`src/rtl/dcache_arbiter_pkg.sv`:
```
// Shared types for the D-cache load/store arbiter.
//   arb_state_t : arbiter FSM state (IDLE / LOAD / STORE)
//   arb_req_t   : latched D-cache request (addr, rmask, wmask, wdata)
//   AGE_W       : width of the store starvation (age) counter
package dcache_arbiter_pkg;

  localparam int AGE_W = 3;

  typedef enum logic [1:0] {
    ST_IDLE  = 2'd0,
    ST_LOAD  = 2'd1,
    ST_STORE = 2'd2
  } arb_state_t;

  typedef struct packed {
    logic [31:0] addr;
    logic [3:0]  rmask;
    logic [3:0]  wmask;
    logic [31:0] wdata;
  } arb_req_t;

endpackage

```
`src/rtl/dcache_arbiter.sv`:
```
// dcache_arbiter: arbitrates a load port and a store port onto a single
// D-cache port with at most one transaction outstanding.
//
// Loads normally win over stores.  A store wins when store_urgent is high
// (store buffer full) or, when the macro DCACHE_ARB_AGING_EN is defined,
// when STARVE_LIMIT loads have been granted while the store was waiting.
//
// Ports
//   clk, rst                  : clock, synchronous active-high reset
//   load_req/addr/rmask       : load request; load_gnt accepts it
//   load_resp, load_rdata     : load completion pulse and read data
//   store_req/addr/wmask/wdata: store request; accepted in IDLE when
//                               store_busy is low
//   store_urgent              : store buffer full, forces store priority
//   store_busy, store_resp    : store back-pressure, completion pulse
//   dcache_addr/rmask/wmask/wdata : request to the D-cache
//   dcache_rdata, dcache_resp     : response from the D-cache
//
// Configuration macro: DCACHE_ARB_AGING_EN (enables the age counter).
module dcache_arbiter
  import dcache_arbiter_pkg::*;
#(
  parameter int STARVE_LIMIT = 4
) (
  input  logic        clk,
  input  logic        rst,
  input  logic        load_req,
  input  logic [31:0] load_addr,
  input  logic [3:0]  load_rmask,
  output logic        load_gnt,
  output logic        load_resp,
  output logic [31:0] load_rdata,
  input  logic        store_req,
  input  logic [31:0] store_addr,
  input  logic [3:0]  store_wmask,
  input  logic [31:0] store_wdata,
  input  logic        store_urgent,
  output logic        store_busy,
  output logic        store_resp,
  output logic [31:0] dcache_addr,
  output logic [3:0]  dcache_rmask,
  output logic [3:0]  dcache_wmask,
  output logic [31:0] dcache_wdata,
  input  logic [31:0] dcache_rdata,
  input  logic        dcache_resp
);

  // The age counter is AGE_W bits wide, so the limit must fit in it.
  if (STARVE_LIMIT < 1 || STARVE_LIMIT > (2**AGE_W) - 1) begin : g_limit_check
    $error("dcache_arbiter: STARVE_LIMIT out of range");
  end

  arb_state_t state;
  arb_req_t   req_p1;
  logic       idle;
  logic       store_pri;
  logic       store_gnt;

  assign idle = (state == ST_IDLE);

`ifdef DCACHE_ARB_AGING_EN
  localparam logic [AGE_W-1:0] AGE_LIMIT = AGE_W'(STARVE_LIMIT);

  logic [AGE_W-1:0] age;

  assign store_pri = store_urgent | (age == AGE_LIMIT);

  // Counts loads that overtook a waiting store; a store grant resets it.
  always_ff @(posedge clk) begin
    if (rst) begin
      age <= '0;
    end else if (store_gnt) begin
      age <= '0;
    end else if (load_gnt && store_req && (age != AGE_LIMIT)) begin
      age <= age + 1'b1;
    end
  end
`else
  assign store_pri = store_urgent;
`endif

  // While in IDLE, store_busy low is exactly the store grant condition, so
  // load_gnt and store_gnt can never be high together.
  assign store_busy = !idle | (load_req & ~store_pri);
  assign store_gnt  = ~rst & idle & store_req & ~store_busy;
  assign load_gnt   = ~rst & idle & load_req & ~(store_req & store_pri);

  // Stage p0 -> p1: grant latches the request and enters LOAD/STORE.
  always_ff @(posedge clk) begin
    if (rst) begin
      state  <= ST_IDLE;
      req_p1 <= '0;
    end else begin
      unique case (state)
        ST_IDLE: begin
          if (load_gnt) begin
            state  <= ST_LOAD;
            req_p1 <= '{addr: load_addr, rmask: load_rmask,
                        wmask: 4'h0, wdata: 32'h0};
          end else if (store_gnt) begin
            state  <= ST_STORE;
            req_p1 <= '{addr: store_addr, rmask: 4'h0,
                        wmask: store_wmask, wdata: store_wdata};
          end
        end
        ST_LOAD, ST_STORE: begin
          if (dcache_resp) state <= ST_IDLE;
        end
        default: state <= ST_IDLE;
      endcase
    end
  end

  // Stage p1 -> D-cache: outputs held from the request registers; gated by
  // rst so an abandoned transaction never shows a mask or response.
  always_comb begin
    dcache_addr  = '0;
    dcache_rmask = '0;
    dcache_wmask = '0;
    dcache_wdata = '0;
    load_resp    = 1'b0;
    store_resp   = 1'b0;
    if (!rst && state == ST_LOAD) begin
      dcache_addr  = req_p1.addr;
      dcache_rmask = req_p1.rmask;
      load_resp    = dcache_resp;
    end else if (!rst && state == ST_STORE) begin
      dcache_addr  = req_p1.addr;
      dcache_wmask = req_p1.wmask;
      dcache_wdata = req_p1.wdata;
      store_resp   = dcache_resp;
    end
  end

  assign load_rdata = load_resp ? dcache_rdata : '0;

endmodule

```
`config.mk`:
```
export PLATFORM = sky130hd
export DESIGN_NAME = dcache_arbiter
export DESIGN_NICKNAME = d
export VERILOG_FILES = /design/src/rtl/dcache_arbiter_pkg.sv /design/src/rtl/dcache_arbiter.sv
export SDC_FILE = /design/constraint.sdc
export NUM_CORES = 1
export LEC_CHECK = 0
export CAP_MARGIN = 15
export CORE_MARGIN = 4
export CORE_UTILIZATION = 37
export DETAILED_ROUTE_END_ITERATION = 8
export HOLD_SLACK_MARGIN = 0.02
export PLACE_DENSITY = 0.85
export SLEW_MARGIN = 10
export SYNTH_ARGS = -nofsm -noshare
export SYNTH_HDL_FRONTEND = slang
export SYNTH_SLANG_ARGS = --single-unit
```
`constraint.sdc`:
```
create_clock -name clk -period 2.4 [get_ports clk]
set_clock_uncertainty 0.2 [all_clocks]
set_input_delay 0.48 -clock clk [delete_from_list [all_inputs] [get_ports clk]]
set_output_delay 0.48 -clock clk [all_outputs]
set_load 0.02 [all_outputs]
```
==> out/summary.txt <==
endpoints failing hold -> 0
cell accounting for the most synthesized area -> dfxtp_1
period utilisation layout -> 103%
CP Capture Type -> primary output
Synth Register Bits -> 74
type of the worst setup path -> register to primary output
routability cong. -> 0.922
drt drc -> 0
Seq. cell area -> 0.00149 mm²
CTS H-Tree Depth -> 3
DIE AREA -> 0.0123 mm²
failing checks -> setup timing
Synth Area per Inst -> 9.23 µm²
Clock Path Buffers -> 2
worst skew pair latency -> 340 ps
largest net degree at the start of global routing -> 38
final worst slack -> -70.3 ps
Synth top area share -> 37.9%
Top FF cell, synth -> dfxtp_1
Static Leak -> 3.28 nW
Final nets -> 828
Yosys warnings -> 0
Setup TNS -> -652 ps
Post-CTS Hold Fix Bufs -> 0
Worst VDD drop -> 366 µV
register area share after synthesis -> 37.9%
Power Density -> 425 mW/mm²
core region area -> 0.0103 mm²
DR vias -> 4308
Post-DP HPWL -> 10.7 mm
Antenna Cells -> 0
wire per inst -> 19.3 µm
Final Power -> 3.07 mW
total I/O pin count -> 250
initial antenna violation count -> 1
CTS clk-pin slew, worst paths -> 70 ps
Startpoint Class -> register
Final min period -> 2470 ps
Worst-Margin Slew -> 392 ps
fraction of layout cells with a size suffix above 1 -> 38.3%
area of placed instances -> 0.00665 mm²
GR Util All Layers -> 23.5%
RSZ-0062 raised after global routing -> true
Synth-to-Final Area Change -> 84.4%
cts bufs inserted -> 9
EDFF count, synth -> 0
Hold Path Class -> register to register
die height -> 111 µm
drt first pass iters -> 4
overflow left after global routing -> 0
post-route cell area -> 0.00722 mm²
Filler cells -> 790
die width -> 111 µm
initial DRC count -> 341
Synth area leaders -> dfxtp_1 (38%), and2_1 (12%), and3_1 (10%), mux2_2 (9.2%), a221o_1 (8.2%)
Mapped Nets -> 569
Worst slew margin -> 73.9%
CP Max Fanout -> 6
Max-cap violations -> 0
Via-to-Cell Ratio -> 5.23
fin. max-slew vios -> 0
mapped cell area -> 0.00391 mm²
starting density of the core -> 37.9%
CTS Sinks -> 74
synth unique cells -> 30
site row count -> 37
root buf cell -> clkbuf_8
drt total wl -> 15.9 mm
Worst EP required -> 1720 ps
global-route wire length before repair -> 23.3 mm
Cells after Synth -> 424
FMAX -> 0.405 GHz
CTS tree -> built
outcome -> finished with violations
Final setup viols -> 17
vias in the first global route -> 4390
Worst Path Arrival -> 1790 ps
Placement Setup Slack -> -534 ps
asr flop ratio synth -> 0%
DRT antenna net count -> 0
multi-input logic area -> 0.00245 mm²
Buffers on Ports -> 249
## cell type report
class                      instances  share of cell area (%)
sequential                        74                    20.6
inverter                           3                   0.191
tap                              136                    2.36
clock inverter                     4                   0.277
multi-input combinational        304                    33.9
clock buffer                      11                    1.82
timing repair buffer             291                    40.8
## cells by family after synthesis
| kind of cell | count (synthesis) | synth area share [%] |
|---|---|---|
| simple gates | 188 | 30.2 |
| compound gates | 79 | 15.4 |
| flops | 74 | 37.9 |
| buf+inv | 46 | 5.82 |
| mux | 34 | 9.79 |
| fa+ha+maj | 3 | 0.959 |
## worst max-delay path, cell delays in order, from the launching register on
cell     delay (ps)
dfxtp_2         350
buf_6           110
ha_4            130
nor3b_4         210
buf_6           180
buf_12          130
buf_6           100
and2_4          130
buf_6           110
## synth_stat cells (all sizes together) (2+ instances only)
cell	count
mux2	34
ha	3
and3	65
nand2b	36
clkbuf	25
inv	3
buf	18
nand2	2
and2	74
a22o	6
a21oi	35
a221o	32
nand3	2
nor3	2
dfxtp	74
nor2b	3
nor2	3
## per-layer routing
| layer | vias to the layer above | part of all wire, % | track usage [%] |
|---|---|---|---|
| met5 | - | 0.075 | 0 |
| met4 | 2 | 2.9 | 8.62 |
| met3 | 38 | 6.7 | 7.86 |
| met2 | 191 | 51 | 40.1 |
| met1 | 2055 | 40 | 27.3 |
| li1 | 2022 | - | - |
## what timing repair did
item	in CTS	in global routing
cloned	4	4
endpoints found under the setup margin	108	103
setup buffers	9	2
resized for setup	517	133
pin swaps	0	31
## sequential cells by signal, indices dropped and copies added (netlist names)
name and cells:
req_p1 72, state 2
## stage by stage
stage / cells / hold slack (ps) / util [%]
5_1_grt: 823 / 299 / 69.9
4_1_cts: 818 / 285 / 65.0
2_1_floorplan: 424 / 234 / -
6_report: 823 / 275 / 69.9
3_5_place_dp: 790 / 261 / 64.4
3_3_place_gp: 790 / 250 / 64.4
## placed cells by master, fill, tap and decap left out, drive strengths merged
cell type,instances
a31oi,1
clkbuf,16
a211o,1
a21oi,35
nor3b,1
buf,145
ha,3
nor3,2
a221o,32
a41oi,1
nand3,2
a21boi,1
nor2,3
and3,65
mux2,34
a21bo,1
dfxtp,74
clkdlybuf4s50,140
a22o,6
nand2b,36
dlygate4sd2,1
nor2b,3
o21a,1
nand2,2
clkinv,4
and2,74
inv,3
## power by group
part / internal (mW) / switching [mW]
logic: 0.499 / 0.355
registers: 1.34 / 0.0612
clock network: 0.363 / 0.449
## worst paths after layout
kind / to / start / cells after the start / slack (ps)
max: dcache_wdata[29] / state[1] / 8 / -70
min: req_p1[36] / req_p1[36] / 1 / 270
max reg2reg: req_p1[71] / state[1] / 10 / 120
min reg2reg: req_p1[36] / req_p1[36] / 1 / 270
Power figures use the tool's default switching activity.
